### src/rtl/cache_pkg.sv
// Shared types and helpers for the set-associative write-back cache.
// The FSM encoding and constant-function helpers live here.
package cache_pkg;

  typedef enum logic [2:0] {
    StIdle,
    StLookup,
    StWriteback,
    StFill,
    StResp
  } state_e;

  function automatic int unsigned clog2_f(input int unsigned v);
    int unsigned r;
    r = 0;
    while ((32'd1 << r) < v) r++;
    return r;
  endfunction

  function automatic int unsigned addr_idx(input int unsigned addr, input int unsigned idx_w);
    return addr & ((32'd1 << idx_w) - 32'd1);
  endfunction

  function automatic int unsigned addr_tag(input int unsigned addr, input int unsigned idx_w);
    return addr >> idx_w;
  endfunction

endpackage

### src/rtl/cache_lru_ages.sv
// Age-based LRU update for one set: the used way becomes 0 and younger ways age by one.
// Also reports the current least recently used way (age == WAYS-1).
module cache_lru_ages
  import cache_pkg::*;
#(
  parameter int unsigned WAYS  = 4,
  parameter int unsigned AGE_W = clog2_f(WAYS)
) (
  input  logic [WAYS-1:0][AGE_W-1:0] ages,
  input  logic [AGE_W-1:0]           use_way,
  output logic [WAYS-1:0][AGE_W-1:0] new_ages,
  output logic [AGE_W-1:0]           lru_way
);

  logic [AGE_W-1:0] use_age;

  always_comb begin
    use_age  = ages[use_way];
    lru_way  = '0;
    new_ages = ages;
    for (int w = 0; w < WAYS; w++) begin
      if (AGE_W'(w) == use_way) begin
        new_ages[w] = '0;
      end else if (ages[w] < use_age) begin
        new_ages[w] = ages[w] + AGE_W'(1);
      end
      if (ages[w] == AGE_W'(WAYS - 1)) begin
        lru_way = AGE_W'(w);
      end
    end
  end

endmodule

### src/rtl/cache_wb_assoc.sv
// N-way set-associative write-back cache, one word per line, age-based LRU.
// Read misses fill from memory; write misses install locally without a fill.
module cache_wb_assoc
  import cache_pkg::*;
#(
  parameter int unsigned DATA_W = 8,
  parameter int unsigned ADDR_W = 5,
  parameter int unsigned SETS   = 4,
  parameter int unsigned WAYS   = 4
) (
  input  logic                      clock_in,
  input  logic                      reset_in,
  input  logic                      req_in,
  input  logic                      wren_in,
  input  logic [ADDR_W-1:0]         endereco_in,
  input  logic [DATA_W-1:0]         data_in,
  output logic                      busy_out,
  output logic                      ready_out,
  output logic [DATA_W-1:0]         q_out,
  output logic                      hit_out,
  output logic [clog2_f(WAYS)-1:0]  lru_out,
  output logic                      validade_out,
  output logic                      dirty_out,
  output logic                      mem_req_out,
  output logic                      mem_wren_out,
  output logic [ADDR_W-1:0]         mem_addr_out,
  output logic [DATA_W-1:0]         mem_data_out,
  input  logic [DATA_W-1:0]         mem_q_in,
  input  logic                      mem_ack_in
);

  localparam int unsigned IDX_W = clog2_f(SETS);
  localparam int unsigned TAG_W = ADDR_W - IDX_W;
  localparam int unsigned AGE_W = clog2_f(WAYS);

  typedef struct packed {
    logic [TAG_W-1:0]  tag;
    logic [DATA_W-1:0] data;
    logic              valid;
    logic              dirty;
    logic [AGE_W-1:0]  age;
  } line_t;

  state_e            state_q;
  line_t             lines_q [SETS][WAYS];
  logic [ADDR_W-1:0] req_addr_q;
  logic [DATA_W-1:0] req_data_q;
  logic              req_wren_q;
  logic [AGE_W-1:0]  victim_q;

  logic [IDX_W-1:0]             idx;
  logic [TAG_W-1:0]             tag;
  logic                         hit;
  logic [AGE_W-1:0]             hit_way;
  logic                         inv_found;
  logic [AGE_W-1:0]             inv_way;
  logic [AGE_W-1:0]             victim;
  logic [AGE_W-1:0]             upd_way;
  logic [WAYS-1:0][AGE_W-1:0]   set_ages;
  logic [WAYS-1:0][AGE_W-1:0]   new_ages;
  logic [AGE_W-1:0]             lru_way;
  line_t                        hit_line;
  line_t                        victim_line;
  logic                         mem_ack;

  assign idx = IDX_W'(addr_idx(32'(req_addr_q), IDX_W));
  assign tag = TAG_W'(addr_tag(32'(req_addr_q), IDX_W));
  // An ack is only meaningful while a memory request is outstanding.
  assign mem_ack = mem_ack_in & mem_req_out;

  always_comb begin
    hit       = 1'b0;
    hit_way   = '0;
    inv_found = 1'b0;
    inv_way   = '0;
    set_ages  = '0;
    for (int w = 0; w < WAYS; w++) begin
      set_ages[w] = lines_q[idx][w].age;
      if (lines_q[idx][w].valid && (lines_q[idx][w].tag == tag) && !hit) begin
        hit     = 1'b1;
        hit_way = AGE_W'(w);
      end
      if (!lines_q[idx][w].valid && !inv_found) begin
        inv_found = 1'b1;
        inv_way   = AGE_W'(w);
      end
    end
    victim      = inv_found ? inv_way : lru_way;
    upd_way     = (state_q == StLookup) ? (hit ? hit_way : victim) : victim_q;
    hit_line    = lines_q[idx][hit_way];
    victim_line = lines_q[idx][victim];
  end

  cache_lru_ages #(
    .WAYS  (WAYS),
    .AGE_W (AGE_W)
  ) u_lru_ages (
    .ages     (set_ages),
    .use_way  (upd_way),
    .new_ages (new_ages),
    .lru_way  (lru_way)
  );

  always_ff @(posedge clock_in) begin
    if (reset_in) begin
      state_q      <= StIdle;
      req_addr_q   <= '0;
      req_data_q   <= '0;
      req_wren_q   <= 1'b0;
      victim_q     <= '0;
      busy_out     <= 1'b0;
      ready_out    <= 1'b0;
      q_out        <= '0;
      hit_out      <= 1'b0;
      lru_out      <= '0;
      validade_out <= 1'b0;
      dirty_out    <= 1'b0;
      mem_req_out  <= 1'b0;
      mem_wren_out <= 1'b0;
      mem_addr_out <= '0;
      mem_data_out <= '0;
      for (int s = 0; s < SETS; s++) begin
        for (int w = 0; w < WAYS; w++) begin
          lines_q[s][w].tag   <= '0;
          lines_q[s][w].data  <= '0;
          lines_q[s][w].valid <= 1'b0;
          lines_q[s][w].dirty <= 1'b0;
          lines_q[s][w].age   <= AGE_W'(w);
        end
      end
    end else begin
      unique case (state_q)
        StIdle: begin
          if (req_in) begin
            req_addr_q <= endereco_in;
            req_data_q <= data_in;
            req_wren_q <= wren_in;
            busy_out   <= 1'b1;
            state_q    <= StLookup;
          end
        end

        StLookup: begin
          if (hit) begin
            if (req_wren_q) begin
              lines_q[idx][hit_way].data  <= req_data_q;
              lines_q[idx][hit_way].dirty <= 1'b1;
            end
            for (int w = 0; w < WAYS; w++) lines_q[idx][w].age <= new_ages[w];
            q_out        <= req_wren_q ? req_data_q : hit_line.data;
            hit_out      <= 1'b1;
            lru_out      <= hit_way;
            validade_out <= 1'b1;
            dirty_out    <= req_wren_q | hit_line.dirty;
            ready_out    <= 1'b1;
            state_q      <= StResp;
          end else begin
            victim_q <= victim;
            if (victim_line.valid && victim_line.dirty) begin
              mem_req_out  <= 1'b1;
              mem_wren_out <= 1'b1;
              mem_addr_out <= {victim_line.tag, idx};
              mem_data_out <= victim_line.data;
              state_q      <= StWriteback;
            end else if (!req_wren_q) begin
              mem_req_out  <= 1'b1;
              mem_wren_out <= 1'b0;
              mem_addr_out <= req_addr_q;
              state_q      <= StFill;
            end else begin
              // Write miss into a clean or empty way: install without fetching.
              lines_q[idx][victim].tag   <= tag;
              lines_q[idx][victim].data  <= req_data_q;
              lines_q[idx][victim].valid <= 1'b1;
              lines_q[idx][victim].dirty <= 1'b1;
              for (int w = 0; w < WAYS; w++) lines_q[idx][w].age <= new_ages[w];
              q_out        <= req_data_q;
              hit_out      <= 1'b0;
              lru_out      <= victim;
              validade_out <= 1'b1;
              dirty_out    <= 1'b1;
              ready_out    <= 1'b1;
              state_q      <= StResp;
            end
          end
        end

        StWriteback: begin
          if (mem_ack) begin
            if (req_wren_q) begin
              // Old contents are now in memory; overwrite with the new dirty word.
              lines_q[idx][victim_q].tag   <= tag;
              lines_q[idx][victim_q].data  <= req_data_q;
              lines_q[idx][victim_q].valid <= 1'b1;
              lines_q[idx][victim_q].dirty <= 1'b1;
              for (int w = 0; w < WAYS; w++) lines_q[idx][w].age <= new_ages[w];
              q_out        <= req_data_q;
              hit_out      <= 1'b0;
              lru_out      <= victim_q;
              validade_out <= 1'b1;
              dirty_out    <= 1'b1;
              ready_out    <= 1'b1;
              mem_req_out  <= 1'b0;
              mem_wren_out <= 1'b0;
              state_q      <= StResp;
            end else begin
              lines_q[idx][victim_q].dirty <= 1'b0;
              mem_wren_out <= 1'b0;
              mem_addr_out <= req_addr_q;
              state_q      <= StFill;
            end
          end
        end

        StFill: begin
          if (mem_ack) begin
            lines_q[idx][victim_q].tag   <= tag;
            lines_q[idx][victim_q].data  <= mem_q_in;
            lines_q[idx][victim_q].valid <= 1'b1;
            lines_q[idx][victim_q].dirty <= 1'b0;
            for (int w = 0; w < WAYS; w++) lines_q[idx][w].age <= new_ages[w];
            q_out        <= mem_q_in;
            hit_out      <= 1'b0;
            lru_out      <= victim_q;
            validade_out <= 1'b1;
            dirty_out    <= 1'b0;
            ready_out    <= 1'b1;
            mem_req_out  <= 1'b0;
            state_q      <= StResp;
          end
        end

        StResp: begin
          ready_out <= 1'b0;
          busy_out  <= 1'b0;
          state_q   <= StIdle;
        end

        default: state_q <= StIdle;
      endcase
    end
  end

endmodule
### config.mk
export PLATFORM = sky130hd
export DESIGN_NAME = cache_wb_assoc
export DESIGN_NICKNAME = d
export VERILOG_FILES = /design/src/rtl/cache_pkg.sv /design/src/rtl/cache_lru_ages.sv /design/src/rtl/cache_wb_assoc.sv
export SDC_FILE = /design/constraint.sdc
export NUM_CORES = 1
export LEC_CHECK = 0
export CORE_MARGIN = 2
export CORE_UTILIZATION = 27
export CTS_CLUSTER_DIAMETER = 100
export DETAILED_ROUTE_END_ITERATION = 7
export PLACE_DENSITY = 0.38
export SYNTH_ARGS = -nofsm -noshare
export SYNTH_HDL_FRONTEND = slang
export SYNTH_SLANG_ARGS = --single-unit
### constraint.sdc
create_clock -name clock_in -period 14.85 [get_ports clock_in]
set_clock_uncertainty 0.1 [all_clocks]
set_input_delay 3.7125 -clock clock_in [delete_from_list [all_inputs] [get_ports clock_in]]
set_output_delay 3.7125 -clock clock_in [all_outputs]
set_load 0.01 [all_outputs]
==> results of run 1 <==
==> cells in the final DEF (no fill, tap or decap), types with 9 or more instances in the layout <==
cell type,netlist,layout
sky130_fd_sc_hd__nor2b_1,9,9
sky130_fd_sc_hd__dfxtp_1,67,65
sky130_fd_sc_hd__o21ai_1,30,31
sky130_fd_sc_hd__a21oi_1,45,44
sky130_fd_sc_hd__nor3_1,46,46
sky130_fd_sc_hd__mux2_2,22,22
sky130_fd_sc_hd__edfxtp_1,224,224
sky130_fd_sc_hd__a211oi_1,15,15
sky130_fd_sc_hd__clkdlybuf4s50_1,0,54
sky130_fd_sc_hd__buf_4,1,17
sky130_fd_sc_hd__clkbuf_16,0,37
sky130_fd_sc_hd__o22ai_1,11,11
sky130_fd_sc_hd__clkbuf_1,64,10
sky130_fd_sc_hd__o2bb2ai_1,12,12
sky130_fd_sc_hd__nand3_1,17,17
sky130_fd_sc_hd__nand2_1,112,112
sky130_fd_sc_hd__inv_1,11,11
sky130_fd_sc_hd__nor2_1,221,221
sky130_fd_sc_hd__xnor2_1,10,10
sky130_fd_sc_hd__nand2b_1,13,13
sky130_fd_sc_hd__mux2i_1,63,63
sky130_fd_sc_hd__mux4_2,60,60
sky130_fd_sc_hd__o21ai_0,46,45
==> metal layers <==
metal,wire [um],up-vias
met2,23000,263
met3,2010,78
met1,21500,5067
li1,-,4658
met5,0,-
met4,1740,0
==> kinds of logic (layout without fill, tap and decap cells) <==
logic type                 Yosys count  after routing  share of synthesized area, %
adders and majority gates            7              7                         0.608
muxes                              147            147                          15.6
AOI/OAI and AO/OA                  220            220                          9.83
DFF                                291            291                          56.0
buffers and inverters               98            147                          2.95
and+or+nand+nor                    463            463                          14.1
xor gates and xnor gates            13             13                         0.895
==> final cells by class <==
class / instances / area (um2)
multi-input cells: 850 / 5920
clock buffers: 50 / 1000
flip-flops and latches: 291 / 8080
fillers: 5337 / 36000
inverters: 12 / 45.0
well taps: 688 / 861
clock inverters: 13 / 119
repair buffers: 72 / 673
==> cell usage after synthesis (8+ instances only) <==
library cell,n,area (um2)
sky130_fd_sc_hd__mux4_2,60,1350
sky130_fd_sc_hd__mux2i_1,63,631
sky130_fd_sc_hd__o22ai_1,11,68.8
sky130_fd_sc_hd__o2bb2ai_1,12,105
sky130_fd_sc_hd__xnor2_1,10,87.6
sky130_fd_sc_hd__mux2_2,22,248
sky130_fd_sc_hd__clkbuf_1,64,240
sky130_fd_sc_hd__o221ai_1,8,70.1
sky130_fd_sc_hd__inv_1,11,41.3
sky130_fd_sc_hd__o21ai_1,30,150
sky130_fd_sc_hd__nand2b_1,13,81.3
sky130_fd_sc_hd__nor2_1,221,830
sky130_fd_sc_hd__nor3_1,46,230
sky130_fd_sc_hd__edfxtp_1,224,6730
sky130_fd_sc_hd__and2_1,8,50.1
sky130_fd_sc_hd__buf_1,8,30.0
sky130_fd_sc_hd__nor2b_1,9,56.3
sky130_fd_sc_hd__o21ai_0,46,230
sky130_fd_sc_hd__dfxtp_1,67,1340
sky130_fd_sc_hd__nand3_1,17,85.1
sky130_fd_sc_hd__a21oi_1,45,225
sky130_fd_sc_hd__a211oi_1,15,113
sky130_fd_sc_hd__a221oi_1,8,70.1
sky130_fd_sc_hd__nand2_1,112,420
==> flip-flops by register name (all words and copies together) (netlist names), 2 cells and up, named ones only <==
signal	cells
mem_data_out	8
mem_addr_out	5
req_data_q	8
lru_out	2
req_addr_q	5
state_q	3
q_out	8
lines_q	240
victim_q	2
==> worst min-delay path by stage <==
stage / endpoint / slack, ns / cells after the start
CTS: lines_q[3][3] / 0.36 / 1
finish: lines_q[3][3] / 0.35 / 1
floorplan: lines_q[3][3] / 0.32 / 1
global placement: lines_q[2][33] / 0.34 / 1
detailed placement: lines_q[3][3] / 0.34 / 1
global route: lines_q[3][3] / 0.37 / 1
==> report_power, final <==
part / total, mW / switching [mW] / internal [mW]
sequential: 0.952 / 0.0421 / 0.910
clock: 0.854 / 0.349 / 0.506
combinational: 0.318 / 0.198 / 0.119
==> metrics by stage <==
step / hold slack (ns) / cells / total power [mW] / area, um2 / util, %
final: 0.353 / 1976 / 2.12 / 16700 / 31.7
after global routing: 0.369 / 1976 / 2.21 / 16700 / 31.7
after CTS: 0.356 / 1976 / 2.15 / 16700 / 31.7
after detailed placement: 0.342 / 1913 / 1.29 / 15600 / 29.6
after global placement: 0.342 / 1913 / 1.29 / 15600 / 29.6
after floorplan: 0.321 / 1239 / 1.16 / 14400 / -
==> worst reg2reg max path, cell delays in order, from the launching register on <==
cell and delay, ns:
sky130_fd_sc_hd__dfxtp_4 0.68, sky130_fd_sc_hd__buf_4 0.79, sky130_fd_sc_hd__mux4_2 0.72, sky130_fd_sc_hd__nand2_1 0.19, sky130_fd_sc_hd__nor2_4 0.05, sky130_fd_sc_hd__buf_4 0.26, sky130_fd_sc_hd__nand3b_2 0.33, sky130_fd_sc_hd__a31oi_4 0.51
sky130_fd_sc_hd__mux2_2 0.40, sky130_fd_sc_hd__o21ai_0 0.49, sky130_fd_sc_hd__ha_1 0.35, sky130_fd_sc_hd__nor2_1 0.16, sky130_fd_sc_hd__a31oi_1 0.07, sky130_fd_sc_hd__o41ai_2 0.08, sky130_fd_sc_hd__mux2_2 0.36, sky130_fd_sc_hd__nand2_1 0.14
sky130_fd_sc_hd__o21ai_1 0.08
==> results.txt, run 1 <==
- The floorplan has 84 rows.
- Post-CTS repair timing setup buffer count: 0
- Setup slack of the most critical reg-to-reg path: 8.80 ns
- The slowest stage of the critical path belongs to the cell sky130_fd_sc_hd__nor2_1.
* Area growth, synth to finish: 15.9%
* Total number of H-tree levels: 2
- Each instance of the synthesized netlist takes up on average 11.6 um2.
- The net count of the finished layout is 1,295.
- Global-route track usage on met3: 2.38%
- Sequential elements use 56.0% of the synthesized area.
- Measured in cells, the most critical reg-to-reg path has a length of 16.
* Proportion of layout cells with a drive suffix above 1: 13.6%
* Final period utilization: 47.3%
- For this run, the slowest stage of the critical path takes 0.84 ns.
- The wire-length estimate of the detail-placed layout is 33,100 um.
* Type of the most critical hold path: register to register
* All-layer global routing usage: 17.3%
- Summing every instance area after synthesis gives 14,400 um2.
* Drc violations: 0
* Antenna Diode Count: 0
- For the worst-skew pair, the clock arrives at the later sink with an insertion delay of 0.55 ns.
- Number of clock buffers inserted by TritonCTS: 35
- Before CTS, the worst setup slack after placement is 7.34 ns.
- The region available for standard cell placement spans 52,700 um2.
* I/O pin count: 56
* Primary FF master, synth: sky130_fd_sc_hd__edfxtp_1
* Most repeated library cell on the critical path: sky130_fd_sc_hd__nand2_1
- Initial detailed-routing violation count: 750
- Unrepaired setup endpoints after global routing: no
* Total wire length: 48,300 um
- Following the worst setup path forward leads to its endpoint at lines_q[1][11].
- Total negative slack: 0 ns
- STA classifies the critical path startpoint as an input port.
- Fin crit period: 7.03 ns
- Total congestion overflow after global routing: 0
* Endpoints failing hold: 0
* Max-cap violation count: 0
- For this run, global-route usage on met2 was measured as 28.2%.
* Global routing usage on met1: 23.2%
- The count of nets left with antenna violations once routing finished came out at 0.
* Run status: finished, final reports clean
- Grouping stages by cell kind, the critical path spends the most delay in simple AND/OR/NAND/NOR gates.
- Via count of the first global-routing pass: 10,300
- STA puts the critical path data required time at 14.95 ns.
- Slew at the pin with the worst max-slew slack: 1.21 ns
* Highest achievable clock rate: 142 MHz
- Together, buffers and inverters on the worst path number 1.
- After layout, the worst setup slack is 7.82 ns.
- Hold wc startpoint: lines_q[3][3]
* Average wire length per cell after detail routing: 24.4 um
- Static leakage: 5.36 nW
- CP Depth: 9
- Input/output buffers: 55
- Max clock buf depth: 3
- Critical path data arrival time: 7.13 ns
* Synthesized netlist net count: 1,272
- The die covers 55,200 um2.
* Clock-pin slew of the registers on the worst-case setup and hold paths: 0.06 ns
- Initial Utilization: 27.4%
- Entering global routing, the biggest net connects 53 pins.
* Hold bufs inserted after CTS: 0
- IR analysis of the VDD net gives a maximum drop of 0.0000696 V.
* Worst setup startpoint: mem_ack_in
* Critical Path Sink Type: register
- Post-synth EDFFs: 224
- Of all flip-flops after synthesis, the portion carrying an async set or reset was 0%.
- Power spread over the standard cell area amounts to 127 nW/um2.
* Worst setup path class: input port to register
- The synthesized design contains 291 register bits.
- Crit path cell chain: clkdlybuf4s50_1 > nand2_1 > nor3_1 > nand2_1 > nor2_1 > a211o_1 > or2_1 > nand2_2 > nand2_1
- From bottom edge to top edge, the die measures 235 um.
- The die is 235 um wide.
* Number of iterations in the first detailed-routing pass: 5
- Final weighted congestion in routability-driven placement: 0.848
- The tree built by TritonCTS fans out to 291 sinks.
* Remaining max-slew budget at the tightest pin: 18.7%
- After clock tree synthesis, the repair step resized 0 gates.
* CTS tree: done
- Number of warnings issued by yosys: 0
- Clock root cell: sky130_fd_sc_hd__clkbuf_16
- Detailed routing inserted a total of 10,100 vias.
* Number of distinct library cells after synthesis: 69
* Critical-path maximum fanout: 9
- The cell count after synthesis came out at 1,239.
- Final Max Slew Viols: 0
* Worst r2r dst: lines_q[2][1]
* Number of antenna violations at the first check in global routing: 0
- Busiest layer in global routing: met2
- Setup violations remaining at the end of the flow were counted as 0.
* Vias/cell: 5.09
- Wire length of the first global-routing pass: 70,900 um
(Power assumes the default switching activity.)
==> inputs of run 2 (changes only) <==
- PLACE_DENSITY: 0.38 -> 0.39
- clock period: 14.85 -> 5.7 ns (I/O delays scaled with it)
==> run 2 against run 1 <==
Clock power rose to 2.6 times the previous value. Worst hold slack worse by 0.0042 ns. Largest cell class unchanged. Via count grew 2.0%.
==> results.txt, run 2 (synthesis gave the netlist of run 1 again) <==
* Total congestion overflow after global routing: 0 (unchanged)
- The worst-case setup slack after placement came to 0.514 ns (was 7.34 ns).
* Worst setup path class: register to register (was input port to register)
- The via density per instance is 5.14 (was 5.09).
- Number of flip-flops in the largest register: 240 (unchanged)
- Area used by multi-input combinational logic: 5920 um2 (about the same)
- Number of clock buffers inserted by TritonCTS: 36 (was 35)
- The buffer levels on the longest clock path is 3 (unchanged).
- The number of DRC markers after the initial detailed-route iteration is 876 (was 750).
- Estimated wirelength of the detail-placed design: 32,900 um (was 33,100 um)
- The normalized max-slew margin was 18.9% (was 18.7%).
- The part of the total power dissipated in combinational logic came to 15.3% (was 15.0%).
* Antenna Violating Nets Remaining: 0 (unchanged)
* Leading cell type in the layout, fill and taps excluded: sky130_fd_sc_hd__edfxtp_1 (unchanged)
- The number of hold buffers added after cts was 0 (unchanged).
* Most used cells in the layout excluding fill and tap cells: 224 x sky130_fd_sc_hd__edfxtp_1, 221 x sky130_fd_sc_hd__nor2_1, 112 x sky130_fd_sc_hd__nand2_1, 65 x sky130_fd_sc_hd__dfxtp_1, 63 x sky130_fd_sc_hd__mux2i_1 (unchanged)
- Number of clock sinks: 291 (unchanged)
- Chip width: 235 um (unchanged)
- The setup TNS came to 0 ns (unchanged).
- The number of cell instances on the worst register-to-register path is 16 (unchanged).
* Unrepaired setup endpoints after global routing: no (unchanged)
* Top reg by flops: lines_q (unchanged)
- Register area: 8070 um2 (was 8080 um2)
- Pwr dens: 327 nW/um2 (was 127 nW/um2)
- The endpoint required time on the critical path was 5.85 ns (was 14.95 ns).
* CTS tree: done (unchanged)
* Height of the die: 235 um (unchanged)
- The placeable core area is 52,700 um2 (unchanged).
- The wire length of the first global-routing pass was 72,000 um (was 70,900 um).
- Initial Utilization: 27.4% (unchanged)
* Final Max Slew Viols: 0 (unchanged)
* Psw: 1.54 mW (was 0.589 mW)
- The initial antenna violation count is 0 (unchanged).
- The DRC violation count after routing came to 0 (unchanged).
- Int Pwr: 3.96 mW (was 1.54 mW)
- Cell row count: 84 (unchanged)
- The fraction of power consumed by sequential logic came to 45.0% (was 44.8%).
* Final period utilization: 90.2%
* Max-cap violation count: 0 (unchanged)
* Highest achievable clock rate: 194 MHz
- Switching part of the total: 28.0% (was 27.7%)
- The overall global routing resource usage was 17.5% (was 17.3%).
- Critical Path Sink Type: register (unchanged)
- The count of antenna diodes in the layout was 0 (unchanged).
* CP startpoint kind: register (was input port)
- Critical-path maximum fanout: 18 (was 9)
* WHS Path Cells: 1 (unchanged)
- The critical path arrival was 5.30 ns (was 7.13 ns).
- Final weighted congestion in routability-driven placement: 0.829 (was 0.848)
- The worst ir drop on vdd was 0.000215 V (was 0.0000696 V).
- The internal reg-to-reg setup slack was 0.56 ns (was 8.80 ns).
- The clock root buffer is sky130_fd_sc_hd__clkbuf_16 (unchanged).
- The clock latency on the worst-skew pair is 0.56 ns (was 0.55 ns).
- The overall power of the completed layout is 5.50 mW (was 2.12 mW).
- Via count of the first global-routing pass: 10,700 (was 10,300)
* Final Net Count: 1,316 (was 1,295)
- I/O pin count: 56 (unchanged)
- Area growth, synth to finish: 16.7% (was 15.9%)
* Post-CTS repair timing setup buffer count: 0 (unchanged)
- The clock period could shrink to 5.14 ns.
* Count of filler cells inserted in the layout: 5,317 (was 5,337)
- Share of power burned in the clock network: 39.7% (was 40.2%)
- The largest net degree at the start of global routing is 74 (was 53).
* Average wire length per cell after detail routing: 24.2 um (was 24.4 um)
- The number of levels in the clock H-tree was 2 (unchanged).
- Number of iterations in the first detailed-routing pass: 5 (unchanged)
- The fraction of final layout cells with drive strength greater than 1 is 14.4% (was 13.6%).
- Run status: finished, final reports clean (unchanged)
- The total die area was 55,200 um2 (unchanged).
- Resized Gates After CTS: 0 (unchanged)
- Input/output buffers: 55 (unchanged)
- The final critical-path setup slack came to 0.556 ns (was 7.82 ns).
- The sum of routed wire length over all layers was 48,400 um (was 48,300 um).
* Type of the most critical hold path: register to register (unchanged)
- The slew at the pin closest to its max-slew limit came to 1.21 ns (about the same).
- Clock-pin slew of the registers on the worst-case setup and hold paths: 0.05 ns (was 0.06 ns)
* Via count: 10,300 (was 10,100)
* Endpoints failing setup: 0 (unchanged)
- The static leakage is 5.43 nW (was 5.36 nW).
* Endpoints failing hold: 0 (unchanged)
run 2: path summary, 6_finish.rpt:
path                                     from        endpoint
worst max-delay path                 register  lines_q[1][16]
worst min-delay path            lines_q[3][3]   lines_q[3][3]
worst max register to register       register  lines_q[1][16]
worst min register to register  lines_q[3][3]   lines_q[3][3]
run 2: per-stage QoR:
step	hold slack [ns]	cells	utilization (%)	instance area, um2
after global placement	0.337	1933	29.8	15700
after detailed placement	0.339	1933	29.8	15700
after CTS	0.352	1997	31.9	16800
final	0.349	1997	31.9	16800
after global routing	0.370	1997	31.9	16800
after floorplan	0.321	1239	-	14400
run 2: final cells by class:
class / instances / share of cell area, %
Tap cell: 688 / 5.12
Multi-Input combinational cell: 850 / 35.2
Inverter: 12 / 0.268
Clock buffer: 55 / 6.03
Clock inverter: 9 / 0.432
Timing Repair Buffer: 92 / 4.90
Sequential cell: 291 / 48.0
run 2: worst max-delay path, cell delays in order, from the launching register on:
cell,delay (ns)
sky130_fd_sc_hd__dfxtp_4,0.57
sky130_fd_sc_hd__mux4_2,0.64
sky130_fd_sc_hd__ha_1,0.25
sky130_fd_sc_hd__nor2_1,0.16
sky130_fd_sc_hd__and3_1,0.27
sky130_fd_sc_hd__nor2_4,0.04
sky130_fd_sc_hd__nand3b_2,0.24
sky130_fd_sc_hd__a31oi_4,0.46
sky130_fd_sc_hd__mux2_2,0.39
sky130_fd_sc_hd__o21ai_0,0.49
sky130_fd_sc_hd__ha_1,0.33
sky130_fd_sc_hd__nor3b_1,0.08
sky130_fd_sc_hd__a31oi_1,0.17
sky130_fd_sc_hd__o31ai_1,0.10
sky130_fd_sc_hd__mux2_1,0.34
sky130_fd_sc_hd__o21ai_2,0.11
sky130_fd_sc_hd__o21ai_1,0.09
run 2: power by group through the flow:
| stage | clock (mW) | combinational [mW] | sequential, mW |
|---|---|---|---|
| floorplan | 0 | 0.572 | 2.45 |
| global placement | 0 | 0.849 | 2.52 |
| detailed placement | 0 | 0.846 | 2.52 |
| CTS | 2.24 | 0.851 | 2.48 |
| global route | 2.32 | 0.920 | 2.49 |
| finish | 2.18 | 0.843 | 2.48 |
run 2: layer usage:
layer	global-route usage (%)	wire (um)	vias to the layer above
met5	0	0	-
met1	23.3	21600	5189
met4	6.56	1620	0
met2	28.5	22900	284
li1	-	-	4709
met3	2.90	2290	87
==> inputs of run 3 (changes only) <==
- SETUP_SLACK_MARGIN: unset -> 0.1
==> results of run 3 <==
No change in the layout: final DEF, timing and power equal those of run 2.
